===== config.mk =====
export PLATFORM = sky130hd
export DESIGN_NAME = range_window_monitor_flat
export DESIGN_NICKNAME = d
export VERILOG_FILES = /design/src/rtl/range_window_monitor_pkg.sv /design/src/rtl/range_window_monitor_if.sv /design/src/rtl/range_window_monitor_window_cmp.sv /design/src/rtl/range_window_monitor.sv /design/src/flat_wrapper.sv
export SDC_FILE = /design/constraint.sdc
export NUM_CORES = 1
export LEC_CHECK = 0
export ABC_AREA = 0
export ABC_CLOCK_PERIOD_IN_PS = 3100
export BUFFER_PORTS_ARGS = -buffer_cell sky130_fd_sc_hd__buf_2
export CAP_MARGIN = 20
export CELL_PAD_IN_SITES_DETAIL_PLACEMENT = 1
export CELL_PAD_IN_SITES_GLOBAL_PLACEMENT = 2
export CORE_AREA = 2 2 106 149
export CTS_CLUSTER_DIAMETER = 40
export CTS_CLUSTER_SIZE = 12
export DETAILED_ROUTE_END_ITERATION = 7
export DIE_AREA = 0 0 108 151
export PLACE_DENSITY = 0.8
export SLEW_MARGIN = 30
export SYNTH_ARGS = -nofsm -noshare
export SYNTH_HDL_FRONTEND = slang
export SYNTH_SLANG_ARGS = --single-unit

===== constraint.sdc =====
create_clock -name clk -period 3.1 [get_ports clk]
set_input_delay 0.31 -clock clk [delete_from_list [all_inputs] [get_ports clk]]
set_output_delay 0.31 -clock clk [all_outputs]
set_load 0.01 [all_outputs]

===== src/rtl/range_window_monitor_pkg.sv =====
// Shared helpers for the range window monitor.
// log2: ceil(log2(n)), never less than 1, so a single-window build still
// gets a 1-bit select field.
package range_window_monitor_pkg;

   function automatic int log2(input int n);
      int r;
      r = 0;
      for (int i = 0; i < 31; i++)
         if ((1 << i) < n) r = i + 1;
      if (r < 1) r = 1;
      return r;
   endfunction

endpackage


===== src/rtl/range_window_monitor_if.sv =====
// Bus bundle for the range window monitor.
//   cfg_we/cfg_sel/cfg_lo/cfg_hi : window bound write port
//   hold_thresh                  : debounce threshold (quasi-static)
//   in_valid/dat                 : sample stream in
//   out_valid/inr/stable         : per-window results, 2 cycles later
//   below/above                  : window-0 out-of-range side taps
// master drives the inputs of the monitor, slave is the monitor itself.
interface range_window_monitor_if
   import range_window_monitor_pkg::*;
#(
   parameter int WIDTH   = 7,
   parameter int NUM_WIN = 4,
   parameter int HOLD_W  = 4,
   parameter int SEL_W   = log2(NUM_WIN)
) ();
   logic               cfg_we;
   logic [SEL_W-1:0]   cfg_sel;
   logic [WIDTH-1:0]   cfg_lo;
   logic [WIDTH-1:0]   cfg_hi;
   logic [HOLD_W-1:0]  hold_thresh;
   logic               in_valid;
   logic [WIDTH-1:0]   dat;
   logic               out_valid;
   logic [NUM_WIN-1:0] inr;
   logic [NUM_WIN-1:0] stable;
   logic               below;
   logic               above;

   modport master (
      output cfg_we, cfg_sel, cfg_lo, cfg_hi, hold_thresh, in_valid, dat,
      input  out_valid, inr, stable, below, above
   );

   modport slave (
      input  cfg_we, cfg_sel, cfg_lo, cfg_hi, hold_thresh, in_valid, dat,
      output out_valid, inr, stable, below, above
   );
endinterface


===== src/rtl/range_window_monitor_window_cmp.sv =====
// One window of the range monitor: bound registers with their write decode,
// the stage-1 compare, and the stage-2 hit/debounce state.
//   cfg_*       : bound write port, decoded against IDX here
//   hold_thresh : consecutive hits needed for stable (0 acts as 1)
//   dat         : raw sample, compared every cycle
//   v1          : stage-1 valid; gates every stage-2 update
//   ge/lt       : registered stage-1 compare results
//   inr/stable  : registered stage-2 results
module range_window_monitor_window_cmp #(
   parameter int WIDTH      = 7,
   parameter int HOLD_W     = 4,
   parameter int SEL_W      = 2,
   parameter int IDX        = 0,
   parameter int DEFAULT_LO = 85,
   parameter int DEFAULT_HI = 120
) (
   input  logic              clk,
   input  logic              rst_n,
   input  logic              cfg_we,
   input  logic [SEL_W-1:0]  cfg_sel,
   input  logic [WIDTH-1:0]  cfg_lo,
   input  logic [WIDTH-1:0]  cfg_hi,
   input  logic [HOLD_W-1:0] hold_thresh,
   input  logic [WIDTH-1:0]  dat,
   input  logic              v1,
   output logic              ge,
   output logic              lt,
   output logic              inr,
   output logic              stable
);
   localparam int CNT_MAX = (1 << HOLD_W) - 1;

   logic [WIDTH-1:0]  lo_q, lo_d, hi_q, hi_d;
   logic              ge_q, ge_d, lt_q, lt_d;
   logic [HOLD_W-1:0] cnt_q, cnt_d, cnt_nxt, th_eff;
   logic              inr_q, inr_d, stable_q, stable_d;
   logic              wr, hit;

   // Out-of-range selects never match any IDX, so they drop out here.
   assign wr = cfg_we && (cfg_sel == SEL_W'(IDX));

   always_comb begin
      lo_d     = lo_q;
      hi_d     = hi_q;
      cnt_d    = cnt_q;
      inr_d    = inr_q;
      stable_d = stable_q;
      if (wr) begin
         lo_d = cfg_lo;
         hi_d = cfg_hi;
      end
      // Compare against the bounds as they stand before this edge, so a
      // sample arriving with a write still sees the old window.
      ge_d    = (dat >= lo_q);
      lt_d    = (dat <  hi_q);
      hit     = ge_q & lt_q;
      th_eff  = (hold_thresh == '0) ? HOLD_W'(1) : hold_thresh;
      cnt_nxt = !hit ? '0 :
                (cnt_q == HOLD_W'(CNT_MAX)) ? cnt_q : cnt_q + HOLD_W'(1);
      if (v1) begin
         cnt_d    = cnt_nxt;
         inr_d    = hit;
         stable_d = hit && (cnt_nxt >= th_eff);
      end
      // A rewrite restarts the run; stable then only returns via a fresh count.
      if (wr) cnt_d = '0;
   end

   always_ff @(posedge clk or negedge rst_n) begin
      if (!rst_n) begin
         lo_q     <= WIDTH'(DEFAULT_LO);
         hi_q     <= WIDTH'(DEFAULT_HI);
         ge_q     <= 1'b0;
         lt_q     <= 1'b0;
         cnt_q    <= '0;
         inr_q    <= 1'b0;
         stable_q <= 1'b0;
      end else begin
         lo_q     <= lo_d;
         hi_q     <= hi_d;
         ge_q     <= ge_d;
         lt_q     <= lt_d;
         cnt_q    <= cnt_d;
         inr_q    <= inr_d;
         stable_q <= stable_d;
      end
   end

   assign ge     = ge_q;
   assign lt     = lt_q;
   assign inr    = inr_q;
   assign stable = stable_q;
endmodule


===== src/rtl/range_window_monitor.sv =====
// Multi-window range monitor for an unsigned sample stream. Every sample is
// checked against NUM_WIN programmable half-open windows [lo, hi); results
// appear exactly 2 cycles later with per-window hit and debounced stable flags.
//   clk, rst_n : clock, async active-low reset
//   bus        : slave side of range_window_monitor_if (config, samples, results)
module range_window_monitor
   import range_window_monitor_pkg::*;
#(
   parameter int WIDTH      = 7,
   parameter int NUM_WIN    = 4,
   parameter int HOLD_W     = 4,
   parameter int DEFAULT_LO = 85,
   parameter int DEFAULT_HI = 120
) (
   input  logic              clk,
   input  logic              rst_n,
   range_window_monitor_if.slave bus
);
   localparam int STAGES = 2;

   logic [STAGES:0]    vld_pipe;
   logic [STAGES:1]    vld_pipe_q;
   logic [STAGES:1]    vld_pipe_d;
   logic [NUM_WIN-1:0] ge, lt, inr, stable;
   logic               below_q, below_d, above_q, above_d;
   logic               unused_taps;

   // vld_pipe[0] is the live input; [1] is v1, [STAGES] is out_valid.
   assign vld_pipe = {vld_pipe_q, bus.in_valid};

   for (genvar gi = 0; gi < NUM_WIN; gi++) begin : g_win
      range_window_monitor_window_cmp #(
         .WIDTH      (WIDTH),
         .HOLD_W     (HOLD_W),
         .SEL_W      (log2(NUM_WIN)),
         .IDX        (gi),
         .DEFAULT_LO (DEFAULT_LO),
         .DEFAULT_HI (DEFAULT_HI)
      ) u_win (
         .clk         (clk),
         .rst_n       (rst_n),
         .cfg_we      (bus.cfg_we),
         .cfg_sel     (bus.cfg_sel),
         .cfg_lo      (bus.cfg_lo),
         .cfg_hi      (bus.cfg_hi),
         .hold_thresh (bus.hold_thresh),
         .dat         (bus.dat),
         .v1          (vld_pipe[1]),
         .ge          (ge[gi]),
         .lt          (lt[gi]),
         .inr         (inr[gi]),
         .stable      (stable[gi])
      );
   end

   // Only window 0 feeds the side taps; the rest are kept for symmetry.
   assign unused_taps = ^{ge, lt};

   always_comb begin
      vld_pipe_d = vld_pipe[STAGES-1:0];
      below_d    = below_q;
      above_d    = above_q;
      if (vld_pipe[1]) begin
         below_d = ~ge[0];
         above_d = ~lt[0];
      end
   end

   always_ff @(posedge clk or negedge rst_n) begin
      if (!rst_n) begin
         vld_pipe_q <= '0;
         below_q    <= 1'b0;
         above_q    <= 1'b0;
      end else begin
         vld_pipe_q <= vld_pipe_d;
         below_q    <= below_d;
         above_q    <= above_d;
      end
   end

   assign bus.out_valid = vld_pipe[STAGES];
   assign bus.inr       = inr;
   assign bus.stable    = stable;
   assign bus.below     = below_q;
   assign bus.above     = above_q;
endmodule

===== src/flat_wrapper.sv =====
// flat-port wrapper written by rule: the top's interface ports become plain ports
module range_window_monitor_flat import range_window_monitor_pkg::*;
#(
   parameter int WIDTH      = 7,
   parameter int NUM_WIN    = 4,
   parameter int HOLD_W     = 4,
   parameter int DEFAULT_LO = 85,
   parameter int DEFAULT_HI = 120
)
  (clk, rst_n, bus_cfg_we, bus_cfg_sel, bus_cfg_lo, bus_cfg_hi, bus_hold_thresh, bus_in_valid, bus_dat, bus_out_valid, bus_inr, bus_stable, bus_below, bus_above);
  range_window_monitor_if #(.WIDTH(WIDTH), .NUM_WIN(NUM_WIN), .HOLD_W(HOLD_W)) bus_i ();
  input  logic clk;
  input  logic rst_n;
  input wire logic [$bits(bus_i.cfg_we)-1:0] bus_cfg_we;
  input wire logic [$bits(bus_i.cfg_sel)-1:0] bus_cfg_sel;
  input wire logic [$bits(bus_i.cfg_lo)-1:0] bus_cfg_lo;
  input wire logic [$bits(bus_i.cfg_hi)-1:0] bus_cfg_hi;
  input wire logic [$bits(bus_i.hold_thresh)-1:0] bus_hold_thresh;
  input wire logic [$bits(bus_i.in_valid)-1:0] bus_in_valid;
  input wire logic [$bits(bus_i.dat)-1:0] bus_dat;
  output wire logic [$bits(bus_i.out_valid)-1:0] bus_out_valid;
  output wire logic [$bits(bus_i.inr)-1:0] bus_inr;
  output wire logic [$bits(bus_i.stable)-1:0] bus_stable;
  output wire logic [$bits(bus_i.below)-1:0] bus_below;
  output wire logic [$bits(bus_i.above)-1:0] bus_above;
  assign bus_i.cfg_we = bus_cfg_we;
  assign bus_i.cfg_sel = bus_cfg_sel;
  assign bus_i.cfg_lo = bus_cfg_lo;
  assign bus_i.cfg_hi = bus_cfg_hi;
  assign bus_i.hold_thresh = bus_hold_thresh;
  assign bus_i.in_valid = bus_in_valid;
  assign bus_i.dat = bus_dat;
  assign bus_out_valid = bus_i.out_valid;
  assign bus_inr = bus_i.inr;
  assign bus_stable = bus_i.stable;
  assign bus_below = bus_i.below;
  assign bus_above = bus_i.above;
  range_window_monitor #(.WIDTH(WIDTH), .NUM_WIN(NUM_WIN), .HOLD_W(HOLD_W), .DEFAULT_LO(DEFAULT_LO), .DEFAULT_HI(DEFAULT_HI)) u_core (.clk(clk), .rst_n(rst_n), .bus(bus_i));
endmodule

# After elaboration in Yosys (flattened, before gate mapping)
# Index checks and enable logic that the tools add are counted.
[totals]
input_bits = 31
word_cells = 91
reg_bits = 92
output_inout_bits = 11
[op_classes]
n_reduce_logical = 14
eq_ne = 7
n_lt_le_gt_ge = 12
mux = 17
n_addsub = 4
bitwise_logic = 6
[op_table]
columns = ["op", "n"]
rows = [
  ["two-way mux 4 bit", 17],
  [">= comparator 7 bit", 4],
  ["less-than comparator 7 bit", 4],
  ["adder 4 x 1 -> 4 bit, second input constant", 4],
  ["== test 4 bit, second input constant", 4],
  [">= comparator 4 bit", 4],
  ["logical AND 1 bit", 8],
  ["nonzero test 2 bit", 4],
  ["bitwise AND 1 bit", 4],
  ["== test 2 bit, second input constant", 2],
  ["zero test 4 bit", 1],
  ["== test 2 x 1 -> 1 bit, second input constant", 1],
  ["zero test 2 bit", 1],
  ["NOT 1 bit", 2],
]

# Depth between registers and ports, before layout
# Gate-level depths: netlist (run 1).
[logic_depth]
depth_word = 5
depth_mapped = 9
depth_no_buf = 9

# Hierarchy
# From an unflattened synthesis (run 1), not the netlist that was laid out.
[hier_totals]
hier_cells = 574
area_unflattened_um2 = 5455.2
[modules_own_cells]
columns = ["module", "seq_area_each_um2", "cells_per_inst", "n_inst", "area_each_um2"]
rows = [
  ["range_window_monitor_window_cmp at u_core.g_win[1].u_win ...", 560.5, 145, 2, 1348.8],
  ["range_window_monitor_window_cmp at u_core.g_win[3].u_win", 560.5, 138, 1, 1318.8],
  ["range_window_monitor_window_cmp at u_core.g_win[0].u_win", 560.5, 138, 1, 1316.3],
  ["range_window_monitor", 100.1, 8, 1, 122.6],
]

# Least setup slack after synthesis (run 1)
# No wires, ideal clock.
[synth_timing]
path_kind = "register to register"
startpoint = "register u_core.g_win[1].u_win.cnt_q[0]"
endpoint = "register u_core.g_win[1].u_win.stable_q"
slack_ps = 1097
stages_incl_launch_ff = 10
arrival_ps = 1870
setup_time_ps = 133
required_time_ps = 2967
period_less_slack_ps = 2003
path_buffers = 0
path_cell_list = "dfrtp_1 > ha_1 > nand3_1 > xor2_1 > nand3_1 > ha_1 > nand2b_1 > a211o_1 > a21oi_1 > o22ai_1"
[synth_between]
elab_chain_len = 5
word_cells_on_any_way = 6
cone_classes = "add/sub: 1; order compare: 1; eq/ne: 1; mux: 2; reduce/logical: 1"
[synth_lines]
columns = ["element", "line_no", "source"]
rows = [
  ["start: declaration", "range_window_monitor_window_cmp.sv:35", "logic [HOLD_W-1:0] cnt_q, cnt_d, cnt_nxt, th_eff;"],
  ["start signal: assignment", "range_window_monitor_window_cmp.sv:83", "cnt_q <= cnt_d;"],
  ["adder 4 x 1 -> 4 bit or == test 4 bit (tied branches)", "range_window_monitor_window_cmp.sv:59", "(cnt_q == HOLD_W'(CNT_MAX)) ? cnt_q : cnt_q + HOLD_W'(1);"],
  ["two-way mux 4 bit (*)", "range_window_monitor_window_cmp.sv:59", ""],
  ["two-way mux 4 bit (*)", "range_window_monitor_window_cmp.sv:58", "cnt_nxt = !hit ? '0 :"],
  [">= comparator 4 bit (*)", "range_window_monitor_window_cmp.sv:63", "stable_d = hit && (cnt_nxt >= th_eff);"],
  ["logical AND 1 bit (*)", "range_window_monitor_window_cmp.sv:63", ""],
  ["end signal: assignment", "range_window_monitor_window_cmp.sv:85", "stable_q <= stable_d;"],
  ["end: declaration", "range_window_monitor_window_cmp.sv:36", "logic inr_q, inr_d, stable_q, stable_d;"],
]
# Mark *: on every way between the ends. The rest lies on a longest branch, timed or not.
# A chain may end at the register's enable or synchronous reset.

# Worst setup path in the final report (run 1)
[layout_timing]
startpoint = "register u_core.g_win[3].u_win.cnt_q[0]"
endpoint = "register u_core.g_win[3].u_win.stable_q"
[layout_between]
elab_chain_len = 5
word_cells_on_any_way = 6
cone_classes = "add/sub: 1; order compare: 1; eq/ne: 1; mux: 2; reduce/logical: 1"
[layout_lines]
columns = ["element", "line_no"]
rows = [
  ["start: declaration", "range_window_monitor_window_cmp.sv:35"],
  ["start signal: assignment", "range_window_monitor_window_cmp.sv:83"],
  ["adder 4 x 1 -> 4 bit or == test 4 bit (tied branches)", "range_window_monitor_window_cmp.sv:59"],
  ["two-way mux 4 bit (*)", "range_window_monitor_window_cmp.sv:59"],
  ["two-way mux 4 bit (*)", "range_window_monitor_window_cmp.sv:58"],
  [">= comparator 4 bit (*)", "range_window_monitor_window_cmp.sv:63"],
  ["logical AND 1 bit (*)", "range_window_monitor_window_cmp.sv:63"],
  ["end signal: assignment", "range_window_monitor_window_cmp.sv:85"],
  ["end: declaration", "range_window_monitor_window_cmp.sv:36"],
]
# Marks and branches as above.

==> results of run 1 <==
[critical path, cell delays in order, from the launching register on]
cell      delay (ns)
dfrtp_1         0.43
ha_1            0.27
nand3_1         0.19
xor2_1          0.18
nand3_1         0.10
ha_1            0.27
nand2b_1        0.15
a211o_1         0.30
a21oi_1         0.13
o22ai_1         0.08
[cells in the mapped netlist]
| library cell | count | area share (%) |
|---|---|---|
| mux2i_1 | 8 | 1.5 |
| o21a_1 | 12 | 1.7 |
| nor3_1 | 4 | 0.37 |
| buf_6 | 4 | 0.83 |
| o22ai_1 | 4 | 0.46 |
| o21ai_2 | 10 | 1.6 |
| o21ai_1 | 21 | 1.9 |
| or2_1 | 2 | 0.23 |
| buf_4 | 11 | 1.5 |
| a211o_1 | 4 | 0.65 |
| dfrtp_1 | 60 | 28 |
| and3_1 | 5 | 0.58 |
| a21o_1 | 8 | 1.1 |
| a22oi_1 | 2 | 0.28 |
| buf_2 | 7 | 0.65 |
| dfstp_2 | 32 | 16 |
| nand3_1 | 22 | 2.0 |
| o21ai_0 | 36 | 3.3 |
| a31o_2 | 1 | 0.16 |
| o21bai_1 | 4 | 0.55 |
| clkbuf_1 | 1 | 0.069 |
| nand4_1 | 3 | 0.35 |
| nor3b_2 | 1 | 0.23 |
| o31ai_1 | 2 | 0.28 |
| nand2b_1 | 9 | 1.0 |
| nand2_1 | 86 | 6.0 |
| ha_1 | 72 | 17 |
| a31oi_1 | 4 | 0.46 |
| a21oi_1 | 33 | 3.0 |
| clkbuf_2 | 1 | 0.092 |
| nor2b_1 | 11 | 1.3 |
| inv_1 | 62 | 4.3 |
| nor2_2 | 2 | 0.23 |
| nor2_1 | 19 | 1.3 |
| a211oi_1 | 7 | 0.97 |
| xor2_1 | 4 | 0.65 |
| mux2_1 | 2 | 0.42 |
[power by group]
part           leakage [nW]  total, W  switching, W  internal, W
registers              1.10   0.00155      0.000104      0.00144
logic                  1.67  0.000836      0.000484     0.000352
clock network         0.160   0.00122      0.000469     0.000753
[registers in the layout, summed over array words and instances (netlist names)]
name and cells:
u_core.g_win.u_win.hi_q 28, u_core.g_win.u_win.lt 4, u_core.g_win.u_win.inr 4, u_core.bus.below 1, u_core.vld_pipe_q 2, u_core.bus.above 1, u_core.g_win.u_win.lo_q 28, u_core.g_win.u_win.cnt_q 16
u_core.g_win.u_win.ge 4, u_core.g_win.u_win.stable 4
[stage by stage]
step / worst slack [ns] / total power, W / hold WS (ns) / area, sq um
finish: 0.8633 / 0.003604 / -0.01614 / 6096
global placement: 0.9913 / 0.002352 / 0.3891 / 5767
CTS: 0.8509 / 0.003668 / 0.01039 / 6096
floorplan: 1.097 / 0.002135 / 0.01441 / 5416
global route: 0.6992 / 0.003857 / 0.03328 / 6096
detailed placement: 0.8812 / 0.002419 / 0.3889 / 5767
[cell families (layout without fill, tap and decap cells)]
family	Yosys count	in the layout	share of synthesized area [%]
compound gates	148	148	16.52
fa+ha+maj	72	72	16.63
mux	10	10	1.894
simple gates	164	164	13.61
flops	92	92	43.24
xor+xnor	4	4	0.6467
buf+inv	86	128	7.461
[routing by layer]
metal  GRT usage (%)  share of wire, %  vias up
li1                -                 -     2028
met1           19.10                40     2032
met2           33.71                56       45
met3           3.141               2.1       18
met4           6.859               2.3        0
met5               0                 0        -
[final timing paths]
kind / startpoint / to / slack [ns] / cells after the start
max reg2reg: u_core.g_win[3].u_win.cnt_q[0] / u_core.g_win[3].u_win.stable / 0.86 / 9
max: u_core.g_win[3].u_win.cnt_q[0] / u_core.g_win[3].u_win.stable / 0.86 / 9
max in group asynchronous: rst_n / u_core.g_win[1].u_win.hi_q[6] / 2.32 / 2
min in group clk: bus_in_valid / u_core.vld_pipe_q[1] / 0.08 / 1
min: rst_n / u_core.g_win[1].u_win.cnt_q[0] / -0.02 / 1
min reg2reg: u_core.g_win[1].u_win.lo_q[0] / u_core.g_win[1].u_win.lo_q[0] / 0.47 / 2
[cell type report]
class,count,area (sq um),area share (%)
clock buffer,13,260.3,4.269
tap,192,240.2,3.941
sequential,92,2342,38.42
clock inverter,3,68.82,1.129
timing repair buffer,50,275.3,4.516
inverter,62,232.7,3.818
multi-input combinational,398,2676,43.90
[cell usage in the layout, fill, tap and decap left out, types with 2 or more instances in the layout]
master	netlist	routed
nor2_1	19	19
o31ai_1	2	2
o21ai_0	36	36
nand2b_1	9	9
a21o_1	8	8
and3_1	5	5
mux2i_1	8	8
bufinv_16	0	2
clkbuf_8	0	2
buf_4	11	10
nand4_1	3	3
nor2_2	2	2
nand2_1	86	86
clkbuf_16	0	9
or2_1	2	2
o21a_1	12	12
o22ai_1	4	4
buf_2	7	40
o21ai_2	10	10
nor2b_1	11	11
inv_1	62	62
a21oi_1	33	33
a211oi_1	7	7
xor2_1	4	4
dfstp_2	32	32
a211o_1	4	4
nand3_1	22	22
clkbuf_1	1	2
dfrtp_1	60	60
a31oi_1	4	4
o21ai_1	21	21
o21bai_1	4	4
a22oi_1	2	2
nor3_1	4	4
ha_1	72	72
mux2_1	2	2
==> results.md, run 1 <==
* Die Wd at 108 microns
* Via-to-Cell Ratio at 5.090
* PwrDens at 591.3 nW/um^2
* CTS tree: built
* Final period util at 72.15%
* Worst-path maximum fanout at 4
* Starting DRT DRC Count at 93
* Total Routed Length at 13.12 mm
* Setup Crit Path Kind: reg2reg
* Post-Syn Instances at 576
* Top-Level Pins at 42
* Largest net degree at the start of global routing at 50
* Die area at 16310 sq um
* TritonRoute pass-1 iters at 4
* Global route overflow at 0
* Min cycle time layout at 2.237 ns
* H-tree depth at 3
* Post-synth cell types at 37
* Antenna Cells at 0
* Req. time, crit path at 3.29 ns
* Final #Nets at 716
* Fin Clk Skew at 0.008555 ns
* Non-filler cells, final at 810
* Post-cts resize count at 0
* Static Leak at 2.930 nW
* Setup TNS at 0 ns
* Ratio of cells with drive above 1 in the final layout at 17.80%
* Area growth, synth to finish at 12.54%
* Synthesis warning total at 0
* Layout Utilization at 40.86%
* Clk sink count at 92
* Core ar. at 14920 sq um
* Setup violators final at 0
* CTS Hold Buffers Added at 0
* Post-DP HPWL at 9.825 mm
* Die Y at 151 microns
* Startpoint types: register
* CP Data Arrival Time at 2.43 ns
* Clk buf depth at 2
* CTS clk-pin slew, worst paths at 0.07 ns
* CP endpoint kind: register
* DR DRC count at 0
* Cell row count at 53
* CTS buffer count at 9
* Routed len/inst at 16.19 microns
* Syn Nets at 679
* Hold Path Class: in2async
* IR drop worst, VDD at 0.0002262 V
* Inst Count DP at 794
* Register area share after synthesis at 43.24%
* Worst skew pair latency at 0.35 ns
* Root buffer cell: clkbuf_16
* Failing checks: hold timing
* Status: finished, violations left
* Initial antenna violation count at 0
* Vias in the first global route at 4582
* Starting Density at 36.30%
* Max Freq at 447.1 MHz
* Routability cong. at 0.7484
* Antenna violation net count after detailed routing at 0
* Relative slew slack at 46.83%
* Syn Area/Cell at 9.404 sq um
* Fin. Hold Viols at 8
* Via count at 4123
* # fillers at 1768
* I/O Buffers at 41
* FF+latch count, synth at 92
* Hold Slack at -0.01614 ns
* Setup Buffers After CTS at 0
* Syn Std Cell Area at 5416 sq um
* Maxcap violations at 0
* First-pass GRT wire length at 22.16 mm
* GRT Resource Usage Total at 17.69%
* Max-slew violations at 0
* Worst-margin pin slew at 0.7975 ns
* RSZ-0062 raised after global routing: false
(Power assumes the default switching activity.)
==> run 2, diff against run 1 <==
- ABC_CLOCK_PERIOD_IN_PS: 3100 -> 2200
- clock period: 3.1 -> 2.2 ns (I/O delays scaled with it)
==> run 2 against run 1 <==
Net effect:
- setup slack got worse by 0.78 ns
- wire length fell by 0.90%
- first-iteration DRC count up 7.5%
- largest power group unchanged
- flip-flop and latch count did not move
- global-route usage shrank 0.71 points
- register-to-register slack lost 0.78 ns
- clock skew is 0.00065 ns higher
- the run now ends clean
- cell count increased by 0.86%
- clock power up 39%
- power up 41%
==> results.md, run 2 (synthesis results as in run 1) <==
* Total Routed Length at 13.00 mm
* Worst skew pair latency at 0.35 ns
* DR DRC count at 0
* Inst Count DP at 798
* RR Endpoint: u_core.g_win[2].u_win.stable
* I/O Buffers at 41
* Hold Path Class: in2reg
* Routability cong. at 0.7712
* Die Wd at 108 microns
* Cells on worst reg2reg path at 9
* Static Leak at 2.948 nW
* Min cycle time layout at 2.119 ns
* Reg2Reg Setup Slack at 0.08 ns
* Metal3 WL at 282 microns
* TritonRoute pass-1 iters at 4
* H-tree depth at 3
* Clk sink count at 92
* Worst-path maximum fanout at 5
* GRT Resource Usage Total at 16.97%
* CTS tree: built
* Status: finished clean
* Most frequent cells in the layout: nand2_1, ha_1, inv_1
* CTS buffer count at 9
* Worst-margin pin slew at 0.6456 ns
* Area growth, synth to finish at 14.39%
* Root buffer cell: clkbuf_16
* Routed len/inst at 15.91 microns
* Max Freq at 471.9 MHz
* Core ar. at 14920 sq um
* PwrDens at 820.6 nW/um^2
* Worst setup path end: u_core.g_win[2].u_win.stable
* Fin. Hold Viols at 0
* Fin Clk Skew at 0.009203 ns
* CP Data Arrival Time at 2.34 ns
* Via-to-Cell Ratio at 5.062
* Maxcap violations at 0
* Layout Utilization at 41.53%
* Vias in the first global route at 4530
* Max-slew violations at 0
* Reg2Reg Launch Point: u_core.g_win[2].u_win.cnt_q[0]
* First-pass GRT wire length at 21.58 mm
* Starting Density at 36.30%
* Met2 WL at 6.904 mm
* CTS clk-pin slew, worst paths at 0.07 ns
* Antenna Cells at 0
* Final period util at 96.32%
* Startpoint types: register
* Post-DP HPWL at 9.687 mm
* Pre-CTS setup slack at 0.02079 ns
* Initial antenna violation count at 0
* Top flop regs: u_core.g_win.u_win.hi_q: 28 flops, u_core.g_win.u_win.lo_q: 28 flops, u_core.g_win.u_win.cnt_q: 16 flops
* Non-filler cells, final at 817
* Final #Nets at 723
* Ratio of cells with drive above 1 in the final layout at 20.16%
* CP endpoint kind: register
* Die Y at 151 microns
* Relative slew slack at 56.92%
* Top-Level Pins at 42
* Final Power at 0.005084 W
* Global route overflow at 0
* Clk buf depth at 2
* Setup Crit Path Kind: reg2reg
* Antenna violation net count after detailed routing at 0
* Starting DRT DRC Count at 100
* Most common cell after layout, fill and taps aside: nand2_1
* Setup ws final at 0.08092 ns
* Largest net degree at the start of global routing at 43
* Die area at 16310 sq um
* CP startpoint: u_core.g_win[2].u_win.cnt_q[0]
* DRT met1 WL at 5.547 mm
* Setup violators final at 0
* Cell row count at 53
* Hold Slack at 0.1003 ns
* Req. time, crit path at 2.42 ns
* Highest Signal Layer: met4
* IR drop worst, VDD at 0.0004713 V
* Via count at 4136
==> run 2: changes by cell type in the layout (fill, tap and decap cells not counted), sizes merged <==
cell	previous run	this run
dlygate4sd3	0	2
clkbuf	13	9
clkinvlp	0	2
buf	50	55
inv	62	64
==> run 2: per-stage QoR <==
step / cell area [sq um] / TNS [ns]
detailed placement: 5809 / 0
global placement: 5809 / 0
floorplan: 5416 / 0
finish: 6196 / 0
CTS: 6157 / 0
global route: 6196 / -0.006718
==> run 2: cell type report <==
cell class | count | area, sq um
Fill cell | 1748 | 8725
Multi-Input combinational cell | 398 | 2709
Sequential cell | 92 | 2346
Timing Repair Buffer | 57 | 345.3
Tap cell | 192 | 240.2
Inverter | 62 | 232.7
Clock buffer | 9 | 225.2
Clock inverter | 7 | 97.59
==> run 2: report_power, final <==
group | switching, W | total [W] | leakage, nW | internal [W]
clock network | 0.000689 | 0.00169 | 0.152 | 0.00100
logic | 0.000699 | 0.00122 | 1.70 | 0.000521
registers | 0.000140 | 0.00217 | 1.09 | 0.00203
==> run 2: critical path, cell delays in order (launching register included) <==
cell	delay [ns]
dfrtp_2	0.44
ha_1	0.26
nand3_2	0.13
xor2_1	0.16
nand3_1	0.10
ha_1	0.27
nand2b_1	0.14
a211o_1	0.29
a21oi_1	0.13
o22ai_1	0.08
==> run 2: worst min-delay path by stage <==
stage	from	endpoint	slack, ns	cells after the start
floorplan	rst_n	u_core.bus.above	-0.08	0
global placement	rst_n	u_core.g_win[1].u_win.inr	0.27	1
detailed placement	rst_n	u_core.g_win[1].u_win.inr	0.28	1
CTS	bus_cfg_lo[0]	u_core.g_win[1].u_win.lo_q[0]	0.1	3
global route	bus_cfg_lo[0]	u_core.g_win[3].u_win.lo_q[0]	0.11	3
finish	bus_cfg_lo[0]	u_core.g_win[1].u_win.lo_q[0]	0.10	3
==> run 2: repair_timing <==
item                                   CTS  global route
setup endpoints to repair                1             4
resized for setup                        1             9
pin swaps                                0             1
hold buffers                             2             0
buffers inserted                         0             1
endpoints found under the hold margin   33             0
==> run 2: metal layers <==
metal | global-route usage [%] | vias to the layer above
met5 | 0 | -
met4 | 6.154 | 0
met3 | 2.582 | 17
met2 | 31.64 | 48
met1 | 19.40 | 2031
li1 | - | 2040
==> run 3, diff against run 2 <==
- ABC_AREA: 0 -> 1
- CORE_AREA: 2 2 106 149 -> 2 2 108 152
- DIE_AREA: 0 0 108 151 -> 0 0 110 154
- PLACE_DENSITY: 0.8 -> 0.84
- SLEW_MARGIN: 30 -> not set
==> run 3 against run 2 <==
Net effect:
- flip-flop and latch count is the same
- synthesized area grew 5.4%
- clock-buffer cell count grew 1
- clock power is essentially flat
- design area grew 3.6%
- clock skew shrank 0.0020 ns
- combinational power is essentially flat
- via count grew 13%
- die area grew 3.9%
- cell count grew 15%
- critical path type unchanged
==> results.md, run 3 <==
* Metal3 WL at 348 microns
* Starting DRT DRC Count at 146
* RSZ-0062 raised after global routing: false
* Largest net degree at the start of global routing at 93
* Area growth, synth to finish at 12.43%
* Simple-Gate Fraction of Synth Area at 22.11%
* Max Freq at 482.3 MHz
* Routed len/inst at 15.64 microns
* I/O Buffers at 41
* Antenna Cells at 0
* Complex-gate fraction of the synthesized area at 11.68%
* DR DRC count at 0
* Hold Path Class: in2reg
* Reg2Reg Launch Point: u_core.g_win[1].u_win.cnt_q[0]
* Register area share after synthesis at 41.03%
* Routability cong. at 0.7720
* First-pass GRT wire length at 24.74 mm
* Post-synth ARST share at 100.0%
* Reg2Reg Setup Slack at 0.13 ns
* Maxcap violations at 0
* Syn Area/Cell at 8.179 sq um
* Post-Synth Adder-Cell Area at 15.78%
* Clock network power share at 33.6%
* Static Leak at 3.390 nW
* Sequential Power Share at 42.4%
* Met2 WL at 8.039 mm
* Mux cell area share after synthesis at 0%
* Setup violators final at 0
* Most frequent cells in the layout: nand2_1, inv_1, ha_1
* Highest Signal Layer: met4
* Post-Syn Instances at 698
* Min cycle time layout at 2.074 ns
* Setup Crit Path Kind: reg2reg
* IR drop worst, VDD at 0.0003953 V
* Most common cell after layout, fill and taps aside: nand2_1
* Ratio of cells with drive above 1 in the final layout at 17.65%
* H-tree depth at 3
* Top-Level Pins at 42
* Status: finished clean
* DRT met1 WL at 5.925 mm
* PwrDens at 798.2 nW/um^2
* Hold Path End: u_core.g_win[1].u_win.hi_q[4]
* Cells on worst reg2reg path at 10
* Number of flops mapped to enable cells by yosys at 0
* Die area at 16940 sq um
* Initial antenna violation count at 0
* CTS clk-pin slew, worst paths at 0.07 ns
* CP Data Arrival Time at 2.32 ns
* Top cells by area, synth: dfrtp_1, ha_1, dfstp_2, nand2_1, inv_1
* CTS tree: built
* Antenna violation net count after detailed routing at 0
* Die Y at 154 microns
* Starting Density at 36.90%
* Core ar. at 15470 sq um
* Clk buf depth at 2
* Synthesis warning total at 0
* TritonRoute pass-1 iters at 4
* Post-synth cell types at 27
* Comb power frac at 24.0%
* Hold Startpoint: bus_cfg_hi[4]
* Via count at 4682
* Hold Slack at 0.08488 ns
* Clk sink count at 92
* Req. time, crit path at 2.45 ns
* XOR/XNOR Fraction of Synth Area at 0%
* Final period util at 94.25%
* Leading area contributor after synthesis: dfrtp_1
* Total Routed Length at 14.67 mm
* Global route overflow at 0
* Post-DP HPWL at 11.16 mm
* Worst-margin pin slew at 0.6527 ns
* Die Wd at 110 microns
* RR Endpoint: u_core.g_win[1].u_win.stable
* Vias in the first global route at 5186
* Fin Clk Skew at 0.007249 ns
* # fillers at 1878
* Startpoint types: register
* Worst-path maximum fanout at 5
* Max-slew violations at 0
* Final #Nets at 841
* Most used standard cell by instance count after synthesis: nand2_1
* Syn Nets at 801
* P_int at 0.003526 W
* Via-to-Cell Ratio at 4.991
* GRT Resource Usage Total at 18.92%
* CP endpoint kind: register
* Relative slew slack at 56.33%
* Top cells by count, synth: nand2_1, inv_1, ha_1
* Cell row count at 54
* Worst skew pair latency at 0.36 ns
* Hold Path Depth at 3
* Ys flop type: dfrtp_1
* Fin. Hold Viols at 0
* Root buffer cell: clkbuf_16
* Sw Pwr at 0.001598 W
* Post-synth top area share at 26.30%
* Top flop regs: u_core.g_win.u_win.hi_q: 28 flops, u_core.g_win.u_win.lo_q: 28 flops, u_core.g_win.u_win.cnt_q: 16 flops
* CTS buffer count at 9
* Largest family of logic cells by synthesized area: simple AND/OR/NAND/NOR gates
* FF+latch count, synth at 92
* Setup TNS at 0 ns
* Switch share at 31.19%
* Syn Std Cell Area at 5709 sq um
-- run 3: changes by cell type after synthesis, moves of 11 or more --
| cell | previous run | this run |
|---|---|---|
| inv_1 | 62 | 102 |
| nand3_1 | 22 | 33 |
| o21ai_1 | 21 | 4 |
| nor2b_1 | 11 | 0 |
| o21a_1 | 12 | 0 |
| nand2_1 | 86 | 200 |
| nor2_1 | 19 | 31 |
-- run 3: stage by stage --
| stage | instances | total power (W) | setup WS (ns) | utilization (%) | area (sq um) |
|---|---|---|---|---|---|
| after CTS | 938 | 0.005220 | 0.09043 | 41.45 | 6414 |
| after global routing | 938 | 0.005510 | 0.01422 | 41.48 | 6419 |
| after floorplan | 698 | 0.003035 | 0.3075 | - | 5709 |
| after global placement | 921 | 0.003344 | 0.2312 | 39.23 | 6070 |
| after detailed placement | 921 | 0.003443 | 0.1268 | 39.23 | 6070 |
| final | 938 | 0.005123 | 0.1265 | 41.48 | 6419 |
-- run 3: how the worst max path moves through the flow --
stage                                               to                            from  slack (ns)  depth (start not counted)
after floorplan           u_core.g_win[0].u_win.stable  u_core.g_win[0].u_win.cnt_q[0]        0.31                         10
after global placement    u_core.g_win[0].u_win.stable  u_core.g_win[0].u_win.cnt_q[0]        0.23                         10
after detailed placement  u_core.g_win[2].u_win.stable  u_core.g_win[2].u_win.cnt_q[0]        0.13                         10
after CTS                 u_core.g_win[2].u_win.stable  u_core.g_win[2].u_win.cnt_q[0]        0.09                         10
after global routing      u_core.g_win[1].u_win.stable  u_core.g_win[1].u_win.cnt_q[0]        0.01                         10
final                     u_core.g_win[1].u_win.stable  u_core.g_win[1].u_win.cnt_q[0]        0.13                         10
-- run 3: final cells by class --
type / count / area (sq um) / share of cell area [%]
inverter: 103 / 386.6 / 6.023
timing repair buffer: 49 / 285.3 / 4.444
sequential: 92 / 2342 / 36.49
clock buffer: 10 / 239.0 / 3.723
tap: 196 / 245.2 / 3.821
clock inverter: 5 / 85.08 / 1.326
multi-input combinational: 483 / 2835 / 44.17
-- run 3: logic make-up after synthesis --
kind of cell / after synthesis
AO/OA/AOI/OAI: 113
adder cells (fa/ha/maj): 72
buffers and inverters: 123
flip-flops: 92
AND/OR/NAND/NOR: 298
-- run 3: per-layer routing --
layer  track usage, %  vias up
met4            8.137        0
li1                 -     2322
met2            35.73       57
met1            20.41     2283
met5                0        -
met3            2.331       20
-- run 3: worst max-delay path, stage by stage, from the launching register on --
cell and delay [ns]:
dfrtp_1 0.43, ha_1 0.27, nand2_1 0.10, nand2_1 0.04, or2_2 0.28, and2_1 0.17, ha_1 0.31, a21oi_1 0.18
nand3_1 0.09, nand2_1 0.06, nand2_1 0.04
-- run 3: timing repair --
| action | CTS | global route |
|---|---|---|
| endpoints found under the hold margin | 61 | 0 |
| endpoints found under the setup margin | 0 | 2 |
| gates resized for setup | 0 | 2 |
| hold buffers | 2 | 0 |
| buffers inserted | 0 | 0 |
-- run 3: power groups by stage --
stage | logic [W] | registers (W) | clock network, W
floorplan | 0.000879 | 0.00216 | 0
global placement | 0.00116 | 0.00218 | 0
detailed placement | 0.00124 | 0.00220 | 0
CTS | 0.00126 | 0.00217 | 0.00179
global route | 0.00145 | 0.00221 | 0.00185
finish | 0.00123 | 0.00217 | 0.00172
